$ cat config.mk
export PLATFORM = sky130hd
export DESIGN_NAME = ace_snapshot_loader
export DESIGN_NICKNAME = d
export VERILOG_FILES = /design/src/rtl/ace_snapshot_loader.sv
export SDC_FILE = /design/constraint.sdc
export NUM_CORES = 1
export LEC_CHECK = 0
export ABC_AREA = 1
export BUFFER_PORTS_ARGS = -buffer_cell sky130_fd_sc_hd__clkbuf_2
export CAP_MARGIN = 20
export CORE_ASPECT_RATIO = 0.7
export CORE_MARGIN = 2
export CORE_UTILIZATION = 45
export DETAILED_ROUTE_END_ITERATION = 16
export SLEW_MARGIN = 10
export SYNTH_ARGS = -nofsm -noshare
export SYNTH_HDL_FRONTEND = slang
export SYNTH_SLANG_ARGS = --single-unit
export TNS_END_PERCENT = 5
$ cat constraint.sdc
create_clock -name clk -period 2.25 [get_ports clk]
set_clock_uncertainty 0.1 [all_clocks]
set_input_delay 0.225 -clock clk [delete_from_list [all_inputs] [get_ports clk]]
set_output_delay 0.225 -clock clk [all_outputs]
set_load 0.1 [all_outputs]
$ cat src/rtl/ace_snapshot_loader.sv
// ace_snapshot_loader: decodes an EightyOne-RLE .ace snapshot stream and
// drives the Jupiter Ace loader port, holding the core in reset until the
// image is written and the tail period has elapsed.
//
// state | meaning
// ------+---------------------------------------------------------------
// IDLE  | waiting for start; loader_en low
// LIT   | expecting a literal byte or the ED escape marker
// ESC   | ED seen; next byte is a run count (00 = end of image)
// CNT   | run count latched; next byte is the repeated value
// RUN   | emitting the latched run, one write per cycle
// FIN   | image complete; loader_en held for TAIL cycles
// ERR   | truncated stream or address overflow; release next cycle
module ace_snapshot_loader #(
  parameter logic [15:0] BASE_ADDR = 16'h2000,
  parameter logic [15:0] MAX_ADDR  = 16'hFFFF,
  parameter int unsigned TAIL      = 8
) (
  input  logic        clk,
  input  logic        reset_n,
  input  logic        start,
  input  logic        in_valid,
  input  logic [7:0]  in_data,
  input  logic        in_last,
  output logic        in_ready,
  output logic        loader_en,
  output logic [15:0] loader_addr,
  output logic [7:0]  loader_data,
  output logic        loader_wr,
  output logic        busy,
  output logic        done,
  output logic [1:0]  err
);

  localparam logic [7:0] ESC_BYTE = 8'hED;
  localparam logic [7:0] TAIL_CNT = 8'(TAIL);
  localparam logic [1:0] ERR_NONE  = 2'd0;
  localparam logic [1:0] ERR_TRUNC = 2'd1;
  localparam logic [1:0] ERR_OVF   = 2'd2;

  typedef enum logic [2:0] {
    S_IDLE, S_LIT, S_ESC, S_CNT, S_RUN, S_FIN, S_ERR
  } state_t;

  state_t      state, state_nxt;
  // one bit wider than the address so a wrap past FFFF is seen as overflow
  logic [16:0] wr_ptr, wr_ptr_nxt;
  logic [7:0]  run_cnt, run_cnt_nxt;
  logic [7:0]  run_byte, run_byte_nxt;
  logic [7:0]  tail_cnt, tail_cnt_nxt;
  logic        trunc_pend, trunc_pend_nxt;
  logic [1:0]  err_code, err_code_nxt;
  logic        en_nxt, wr_nxt, busy_nxt, done_nxt;
  logic [15:0] addr_nxt;
  logic [7:0]  data_nxt;
  logic [1:0]  err_nxt;
  logic        accept;
  logic        ovf;

  assign in_ready = (state == S_LIT) || (state == S_ESC) || (state == S_CNT);
  assign accept   = in_valid & in_ready;
  assign ovf      = wr_ptr > {1'b0, MAX_ADDR};

  // next-state and next-output decode
  always_comb begin
    state_nxt      = state;
    wr_ptr_nxt     = wr_ptr;
    run_cnt_nxt    = run_cnt;
    run_byte_nxt   = run_byte;
    tail_cnt_nxt   = tail_cnt;
    trunc_pend_nxt = trunc_pend;
    err_code_nxt   = err_code;
    en_nxt         = loader_en;
    wr_nxt         = 1'b0;
    busy_nxt       = busy;
    done_nxt       = done;
    addr_nxt       = loader_addr;
    data_nxt       = loader_data;
    err_nxt        = err;

    case (state)
      S_IDLE: begin
        if (start) begin
          state_nxt      = S_LIT;
          en_nxt         = 1'b1;
          busy_nxt       = 1'b1;
          done_nxt       = 1'b0;
          err_nxt        = ERR_NONE;
          err_code_nxt   = ERR_NONE;
          trunc_pend_nxt = 1'b0;
          wr_ptr_nxt     = {1'b0, BASE_ADDR};
          addr_nxt       = BASE_ADDR;
        end
      end

      S_LIT: begin
        if (accept) begin
          if (in_data != ESC_BYTE) begin
            if (ovf) begin
              state_nxt    = S_ERR;
              err_code_nxt = ERR_OVF;
            end else begin
              wr_nxt     = 1'b1;
              addr_nxt   = wr_ptr[15:0];
              data_nxt   = in_data;
              wr_ptr_nxt = wr_ptr + 17'd1;
              if (in_last) begin
                state_nxt    = S_ERR;
                err_code_nxt = ERR_TRUNC;
              end
            end
          end else if (in_last) begin
            state_nxt    = S_ERR;
            err_code_nxt = ERR_TRUNC;
          end else begin
            state_nxt = S_ESC;
          end
        end
      end

      S_ESC: begin
        if (accept) begin
          if (in_data == 8'h00) begin
            state_nxt    = S_FIN;
            tail_cnt_nxt = TAIL_CNT;
          end else if (in_last) begin
            state_nxt    = S_ERR;
            err_code_nxt = ERR_TRUNC;
          end else begin
            state_nxt   = S_CNT;
            run_cnt_nxt = in_data;
          end
        end
      end

      S_CNT: begin
        if (accept) begin
          state_nxt      = S_RUN;
          run_byte_nxt   = in_data;
          // a stream ending on the run value still gets its run written
          trunc_pend_nxt = in_last;
        end
      end

      S_RUN: begin
        if (ovf) begin
          state_nxt    = S_ERR;
          err_code_nxt = ERR_OVF;
        end else begin
          wr_nxt      = 1'b1;
          addr_nxt    = wr_ptr[15:0];
          data_nxt    = run_byte;
          wr_ptr_nxt  = wr_ptr + 17'd1;
          run_cnt_nxt = run_cnt - 8'd1;
          if (run_cnt == 8'd1) begin
            if (trunc_pend) begin
              state_nxt    = S_ERR;
              err_code_nxt = ERR_TRUNC;
            end else begin
              state_nxt = S_LIT;
            end
          end
        end
      end

      S_FIN: begin
        if (tail_cnt == 8'd1) begin
          state_nxt = S_IDLE;
          en_nxt    = 1'b0;
          busy_nxt  = 1'b0;
          done_nxt  = 1'b1;
          err_nxt   = ERR_NONE;
        end else begin
          tail_cnt_nxt = tail_cnt - 8'd1;
        end
      end

      S_ERR: begin
        state_nxt = S_IDLE;
        en_nxt    = 1'b0;
        busy_nxt  = 1'b0;
        done_nxt  = 1'b1;
        err_nxt   = err_code;
      end

      default: state_nxt = S_IDLE;
    endcase
  end

  // state and output registers with synchronous reset
  always_ff @(posedge clk) begin
    if (!reset_n) begin
      state       <= S_IDLE;
      wr_ptr      <= {1'b0, BASE_ADDR};
      run_cnt     <= 8'd0;
      run_byte    <= 8'd0;
      tail_cnt    <= 8'd0;
      trunc_pend  <= 1'b0;
      err_code    <= ERR_NONE;
      loader_en   <= 1'b0;
      loader_wr   <= 1'b0;
      loader_addr <= BASE_ADDR;
      loader_data <= 8'd0;
      busy        <= 1'b0;
      done        <= 1'b0;
      err         <= ERR_NONE;
    end else begin
      state       <= state_nxt;
      wr_ptr      <= wr_ptr_nxt;
      run_cnt     <= run_cnt_nxt;
      run_byte    <= run_byte_nxt;
      tail_cnt    <= tail_cnt_nxt;
      trunc_pend  <= trunc_pend_nxt;
      err_code    <= err_code_nxt;
      loader_en   <= en_nxt;
      loader_wr   <= wr_nxt;
      loader_addr <= addr_nxt;
      loader_data <= data_nxt;
      busy        <= busy_nxt;
      done        <= done_nxt;
      err         <= err_nxt;
    end
  end

endmodule

* Yosys cells after proc, flatten, opt, wreduce, memory -nomap -nowiden
Index checks and enable logic that the tools add are counted.
** Word-level totals
- Input bits :: 13
- Register bits after elaboration :: 76
- Word-level logic and storage cells :: 126
- Output and inout port bits :: 31
** Operators by class
- Equality and inequality tests :: 24
- Mux-type cells :: 64
- Bitwise logic cells :: 1
- Magnitude comparators :: 1
- Reduce and logical (&&, ||, !) cells :: 20
- Add/sub/neg operators :: 3
** Operators with widths (count)
- $mux W8 :: 11
- $mux W17 :: 4
- $mux W16 :: 4
- $pmux W17 S3 :: 1
- $pmux W16 S3 :: 1
- $pmux W8 S2 :: 3
- $mux W3 :: 14
- $mux W2 :: 11
- $ne A2 B2 Y1 const B :: 10
- $pmux W3 S6 :: 1
- $add A17 B1 Y17 const B :: 1
- $gt A17 B16 Y1 const B :: 1
- $eq A8 B1 Y1 const B :: 2
- $sub A8 B1 Y8 const B :: 2
- $reduce_and A7 Y1 :: 2
- $reduce_and A5 Y1 :: 2
- $eq A3 B3 Y1 const B :: 3
- $logic_not A8 Y1 :: 1
- $mux W1 :: 8
- $ne A8 B8 Y1 const B :: 1
- $pmux W2 S4 :: 1
- $reduce_and A4 Y1 :: 2
- $reduce_bool A2 Y1 :: 4
- $eq A3 B2 Y1 const B :: 2
- other kinds (14) :: 21

* Depth between registers and ports, before layout
Gate-level depths: netlist (run 1).
- Depth in word-level cells :: 6
- Depth in mapped cells :: 13
- Gate-level depth less buffers :: 13

* Worst setup path after synthesis (run 1)
OpenSTA, ideal clock, no wires.
- Kind :: reg-to-output
- From :: register state[0]
- To :: output in_ready
- Buffers on the path :: 0
- Data required time :: 1925 ps
- Arrival time :: 1782 ps
- Cell stages (with the launch flop) :: 3
- Slack :: 143 ps
- Cells stage by stage :: dfxtp_1 nor2_4 nor2_1
** Between the ends
- Cells in the longest elaborated chain, start to end :: 3
- Elaborated cells between the ends (all ways) :: 5
- Classes of those cells :: 3 x eq/ne; 2 x reduce/logical
** RTL lines
- start: declaration :: RTL line 45 : state_t state, state_nxt;
- start signal: assignment :: RTL line 208 : state <= state_nxt;
- $eq A3 B1 Y1 / $eq A3 B2 Y1 (equally long branches) :: RTL line 60 : assign in_ready = (state == S_LIT) || (state == S_ESC) || (state == S_CNT);
- $logic_or A1 B1 Y1 :: RTL line 60
- $logic_or A1 B1 Y1 (*) :: RTL line 60
- end: declaration :: RTL line 25 : output logic in_ready,
Mark *: on every way between the ends. The rest lies on a longest branch, timed or not.

* Worst setup path in the final report (run 1)
- From :: register wr_ptr[0]
- To :: register wr_ptr[15]
** Between the ends
- Cells in the longest elaborated chain, start to end :: 5
- Elaborated cells between the ends (all ways) :: 6
- Classes of those cells :: 1 x add/sub; 1 x order compare; 4 x mux
** RTL lines
- start: declaration :: RTL line 47 : logic [16:0] wr_ptr, wr_ptr_nxt;
- start signal: assignment :: RTL line 194 : wr_ptr <= {1'b0, BASE_ADDR};
- start signal: assignment :: RTL line 209 : wr_ptr <= wr_ptr_nxt;
- $add A17 B1 Y17 / $gt A17 B16 Y1 (equally long branches) :: RTL line 106, 153, 62
- $mux W17 (*) :: RTL line 99, 146
- $mux W17 :: RTL line 98 : if (in_data != ESC_BYTE) begin
- $mux W17 :: RTL line 97 : if (accept) begin
- $pmux W17 S3 (*) :: RTL line 81 : case (state)
Mark *: on every way between the ends. The rest lies on a longest branch, timed or not. The select of a mux whose other input is x is not followed.
A chain may end at the register's enable or synchronous reset.

==> impl_metrics.py, run 1 <==
metrics = {
    "global_route": {
        "gr-total-overflow": 0,
        "grt_antenna_before_repair": 0,
        "grt_max_degree": 23,
        "grt_usage_pct": 21.4,
        "grtUsageMet2_pct": 30.2,
        "grt_util_met3_pct": 5.55,
        "grt_pass1_wl_um": 16700,
        "grt-busiest-layer": "met1",
        "met1_usage_pct": 31.7,
        "grt_pass1_vias": 3452,
    },
    "setup_path": {
        "critPathMaxStageDelay_ns": 0.32,
        "cp_slowest_cell": "dfxtp_1",
        "worstSetupPathType": "flop to flop",
        "rr_startpoint": "wr_ptr[0]",
        "cp_cell_sequence": "ha_1 -> nand2_1 -> inv_1 -> nand4_1 -> nor3_2 -> ha_1 -> inv_2 -> nand3_2 -> nand2_8 -> buf_4 -> nand2_1 -> a21oi_1",
        "worstPathRequired_ns": 2.42,
        "arrival_ns": 2.25,
        "cp_max_fo": 15,
        "cp-start-kind": "flop",
        "worst_setup_path_end_kind": "flop",
        "crit_start": "wr_ptr[0]",
    },
    "clock_network": {
        "root_buffer": "clkbuf_16",
        "clock_path_buffers": 2,
        "clock_sinks": 76,
        "cts_max_level": 3,
        "insertion_delay_ns": 0.34,
        "hold_buffers": 0,
        "cts_buffers": 9,
        "cts_tree": "yes",
        "postCtsSetupRepairBufs": 0,
        "path_clk_slew_ns": 0.06,
    },
    "synthesis": {
        "netlist_top_cells_area": "dfxtp_1 (38%), nand2_1 (11%), a21oi_1 (6.5%)",
        "syn_nets": 581,
        "ys.warnings.count": 0,
        "synthCells": 562,
        "ys_seq_elements": 76,
        "seq_area_frac_synth_pct": 38.0,
        "synth_area_per_cell_um2": 7.12,
        "synthesis.area_um2": 4000,
        "synthDistinctLibCells": 46,
        "synth_top_cell_by_area": "dfxtp_1",
        "synth_edf_count": 0,
        "yosysTopAreaCellShare_pct": 38.0,
        "synth_ff_type": "dfxtp_1",
        "synthArstFlopShare_pct": 0,
    },
    "placed_design": {
        "gp_congestion": 0.940,
        "portBuffers": 43,
        "hpwl_um": 7150,
        "placed_area_um2": 4380,
        "dp_cells": 726,
    },
    "timing": {
        "min_period_ns": 2.08,
        "finalSetupTns_ns": 0,
        "finalHoldViolations": 0,
        "drv_slew": 0,
        "slew_headroom_pct": 64.0,
        "worstMarginPinSlew_ns": 0.543,
        "fin_crit_sh_pct": 92.5,
        "finalSetupViolations": 0,
        "fmax_mhz": 481,
    },
    "worst_hold_path": {
        "hold_path_class": "input pin to flop",
        "worst_hold_startpoint": "in_data[0]",
    },
    "floorplanning": {
        "die_h_um": 82.9,
        "die_area_um2": 9670,
        "die_x_um": 117,
        "core-area_um2": 8550,
        "ios": 44,
        "start_util_pct": 46.8,
        "rows": 28,
    },
    "power": {
        "p_per_area_nw_per_um2": 1310,
        "vdd_drop_max_mv": 1.01,
        "power_mw": 6.18,
        "total_leakage_power_nw": 2.00,
    },
    "finish": {
        "drive_gt1_share_pct": 20.3,
        "diodes": 0,
        "stdcell_area_um2": 4710,
        "nets": 636,
        "area_growth_pct": 17.8,
        "stdcell_count": 742,
        "fin_util_pct": 55.1,
        "n_fill_cell": 879,
    },
    "drt": {
        "post-route-drc-count": 0,
        "vias": 3710,
        "viasPerCell": 5.00,
        "drt-pass1-iter-count": 5,
        "detail-route-antenna-nets": 0,
        "drt_iter0_markers": 178,
        "wirelength_um": 9590,
        "wl_per_cell_um": 12.9,
    },
    "run": {
        "max-cap-violations": 0,
    },
    "run_status": {
        "outcome": "finished, final reports clean",
    },
}
-- registers in the layout (all words and copies together) (netlist names) --
signal,flops
state,3
busy,1
run_byte,8
wr_ptr,17
loader_wr,1
err,2
done,1
loader_data,8
loader_addr,16
run_cnt,8
err_code,2
trunc_pend,1
tail_cnt,8
-- worst max-delay path: cells and delay by family (launching register included) --
family                   cells  cell delay, ns
buffers and inverters        3            0.37
AO/OA/AOI/OAI                1            0.14
AND/OR/NAND/NOR              6            0.68
flip-flops                   1            0.32
adder cells (fa/ha/maj)      2            0.39
-- placed cells by master, fill, tap and decap left out, types with 7 or more instances in the layout --
cell type and count:
inv_1 52, dfxtp_1 75, nand4_1 11, clkbuf_2 43, nand3_1 40, clkbuf_16 9, inv_2 11, buf_4 20
a21oi_1 52, nor2_1 52, nand2_1 118, nor3_1 7, o21ai_0 41, o21ai_1 15
-- logic make-up after synthesis --
logic type	Yosys count	share of synthesized area [%]
DFF	76	38.0
buffers and inverters	86	9.70
xor gates and xnor gates	8	1.75
AOI/OAI and AO/OA	124	17.5
adders and majority gates	6	1.88
muxes	1	0.250
and+or+nand+nor	261	30.9
-- area by class of cell --
cell class	count	area, um^2	area share, %
tap	120	150	3.19
timing repair buffer	64	377	7.99
sequential	76	1520	32.3
inverter	66	253	5.37
multi-input combinational	400	2110	44.8
clock inverter	7	75.1	1.59
clock buffer	9	225	4.78
-- final timing paths --
| kind | endpoint | slack (ns) | cells past startpoint |
|---|---|---|---|
| setup / recovery | wr_ptr[15] | 0.17 | 12 |
| hold / removal | run_byte[0] | 0.07 | 3 |
| setup reg to reg | wr_ptr[15] | 0.17 | 12 |
| hold reg to reg | loader_data[4] | 0.34 | 2 |
-- timing repair --
action | in CTS | in global routing
pin swaps | 0 | 1
gates cloned | 0 | 0
resized for setup | 1 | 14
endpoints found under the hold margin | 0 | 0
setup endpoints to repair | 1 | 53
-- synth_stat cells (all sizes together), types with 2 or more instances --
cell / number
o211ai: 2
o21ai: 57
xnor2: 2
nor3: 8
dfxtp: 76
nor3b: 4
ha: 6
inv: 64
nand4: 11
o21bai: 6
a21oi: 53
clkbuf: 7
nand3: 44
xor2: 6
buf: 13
nor2: 63
nand2: 128
clkinv: 2
-- where the power goes --
| group | switching, mW | internal (mW) | leakage [nW] |
|---|---|---|---|
| Sequential | 0.146 | 1.55 | 0.616 |
| Clock | 0.599 | 0.862 | 0.138 |
| Combinational | 2.25 | 0.768 | 1.25 |
-- routing by layer --
| metal | vias to the layer above | wire length [um] |
|---|---|---|
| met1 | 1668 | 5090 |
| met4 | 0 | 186 |
| met2 | 76 | 3860 |
| met5 | - | 0 |
| li1 | 1951 | - |
| met3 | 15 | 454 |
-- stage by stage --
stage | hold slack [ns] | setup slack [ns]
2_1_floorplan | 0.273 | 0.143
3_3_place_gp | 0.333 | 0.116
3_5_place_dp | 0.337 | -0.00844
4_1_cts | 0.0566 | 0.0147
5_1_grt | 0.0922 | -0.0135
6_report | 0.0681 | 0.170
Note: power is estimated with default switching activity, not from simulation.
==> run 2, diff against run 1 <==
Settings changed: CORE_ASPECT_RATIO 0.7 to 1.25.
Clock period 2.25 ns to 2.1 ns, I/O delays scaled along.
==> run 2 against run 1 <==
  * Sequential power rose by 7%
  * Die area barely moved
  * Sequential cell count did not move
  * Register-to-register slack got worse by 0.08 ns
  * Wire length rose by 2.7%
  * Critical path depth fell by 2
  * Utilization rose by 0.56 points
  * Worst setup slack got worse by 0.080 ns
  * Combinational power rose by 15%
  * Cell count rose by 1.8%
  * Critical endpoint is now wr_ptr[12]
==> impl_metrics.py, run 2 (synthesis gave the netlist of run 1 again) <==
metrics = {
    "finish": {
        "final_cell_mix": "nand2_1 (116), dfxtp_1 (73), inv_1 (52), a21oi_1 (52), nor2_1 (51)",
        "nets": 649,
        "drive_gt1_share_pct": 23.0,
        "diodes": 0,
        "layout_commonest_cell": "nand2_1",
        "largest_register": "wr_ptr",
        "area_growth_pct": 20.5,
        "stdcell_count": 755,
        "reg_top3": "wr_ptr: 17 flops, loader_addr: 16 flops",
        "largest_reg_flops": 17,
    },
    "drt": {
        "viasPerCell": 5.05,
        "drt_iter0_markers": 120,
        "detail-route-antenna-nets": 0,
        "wirelength_um": 9850,
        "vias": 3816,
        "drt-pass1-iter-count": 4,
        "post-route-drc-count": 0,
        "wl_per_cell_um": 13.0,
    },
    "timing": {
        "fmax_mhz": 497,
        "finalSetupViolations": 0,
        "slew_headroom_pct": 63.9,
        "fin_ws_ns": 0.0895,
        "rsz0062_at_grt": "yes",
        "drv_slew": 0,
        "worstMarginPinSlew_ns": 0.543,
        "fin_crit_sh_pct": 95.7,
        "min_period_ns": 2.01,
        "finalSetupTns_ns": 0,
        "finalHoldViolations": 0,
    },
    "setup_path": {
        "worst_setup_path_end_kind": "flop",
        "cp-start-kind": "flop",
        "r2r_cells": 10,
        "cp_max_fo": 15,
        "arrival_ns": 2.21,
        "rr_startpoint": "wr_ptr[4]",
        "crit_path_end": "wr_ptr[12]",
        "worstReg2RegEnd": "wr_ptr[12]",
        "worstPathRequired_ns": 2.30,
        "crit_start": "wr_ptr[4]",
        "worstSetupPathType": "flop to flop",
        "ff2ff_setup_slack_ns": 0.09,
    },
    "placed_design": {
        "post-place-ws_ns": -0.00728,
        "portBuffers": 43,
        "dp_cells": 732,
        "gp_congestion": 0.920,
        "hpwl_um": 7210,
    },
    "power": {
        "total_leakage_power_nw": 2.04,
        "power_mw": 6.56,
        "vdd_drop_max_mv": 1.44,
        "p_per_area_nw_per_um2": 1360,
    },
    "clock_network": {
        "clock_path_buffers": 2,
        "root_buffer": "clkbuf_8",
        "cts_max_level": 3,
        "hold_buffers": 0,
        "path_clk_slew_ns": 0.08,
        "clock_sinks": 76,
        "insertion_delay_ns": 0.37,
        "cts_tree": "yes",
        "cts_buffers": 9,
    },
    "floorplanning": {
        "ios": 44,
        "core-area_um2": 8650,
        "rows": 38,
        "start_util_pct": 46.2,
        "die_x_um": 88.3,
        "die_h_um": 109,
        "die_area_um2": 9660,
    },
    "run": {
        "max-cap-violations": 0,
    },
    "global_route": {
        "grt_max_degree": 23,
        "gr-total-overflow": 0,
        "grt_antenna_before_repair": 0,
        "grt_pass1_vias": 3430,
        "grt_pass1_wl_um": 15900,
        "grt_usage_pct": 21.2,
    },
    "worst_hold_path": {
        "hold_path_class": "input pin to flop",
    },
    "run_status": {
        "outcome": "finished, final reports clean",
    },
}
-- run 2: worst min path at each step --
stage	from	to	slack, ns	depth (start not counted)
2_1_floorplan	in_last	trunc_pend	0.26	2
3_3_place_gp	loader_data[2]	loader_data[2]	0.34	2
3_5_place_dp	loader_data[4]	loader_data[4]	0.34	2
4_1_cts	in_data[0]	run_byte[0]	0.03	3
5_1_grt	in_data[0]	run_byte[0]	0.04	3
6_report	in_data[0]	run_byte[0]	0.03	3
-- run 2: stage by stage --
step | utilization (%) | area (um^2) | hold slack [ns]
3_5_place_dp | 51.6 | 4460 | 0.341
3_3_place_gp | 51.6 | 4460 | 0.339
6_report | 55.7 | 4820 | 0.0297
4_1_cts | 54.2 | 4690 | 0.0278
5_1_grt | 55.7 | 4820 | 0.0386
2_1_floorplan | - | 4000 | 0.258
-- run 2: repair_timing --
item                                    in CTS  in global routing
pin swaps                                    0                  6
endpoints found under the setup margin      10                 55
setup buffers                                0                  6
gates cloned                                 0                  1
gates resized for setup                      3                 23
-- run 2: critical path, cell delays in order (launching register included) --
cell,delay (ns)
dfxtp_1,0.38
nand2_2,0.11
nor2_8,0.11
buf_4,0.15
nand3_4,0.10
o21bai_4,0.27
nand3_4,0.14
nand2_8,0.17
buf_12,0.15
nand2_1,0.06
a21oi_1,0.17
-- run 2: metal layers --
| metal | vias up | track usage, % | share of wire [%] |
|---|---|---|---|
| li1 | 1988 | - | - |
| met1 | 1748 | 26.8 | 45 |
| met2 | 68 | 35.3 | 50 |
| met3 | 12 | 3.00 | 3.1 |
| met4 | 0 | 10.2 | 1.8 |
| met5 | - | 0 | 0 |
-- run 2: power breakdown --
part           internal, mW  switching (mW)  total [mW]
sequential             1.66           0.157        1.81
clock                 0.701           0.566        1.27
combinational          1.01            2.47        3.48
-- run 2: final cells by class --
class | count | area [um^2]
fillers | 909 | 3840
multi-input cells | 401 | 2160
flip-flops and latches | 76 | 1530
repair buffers | 76 | 508
inverters | 66 | 255
well taps | 120 | 150
clock buffers | 12 | 145
clock inverters | 4 | 72.6
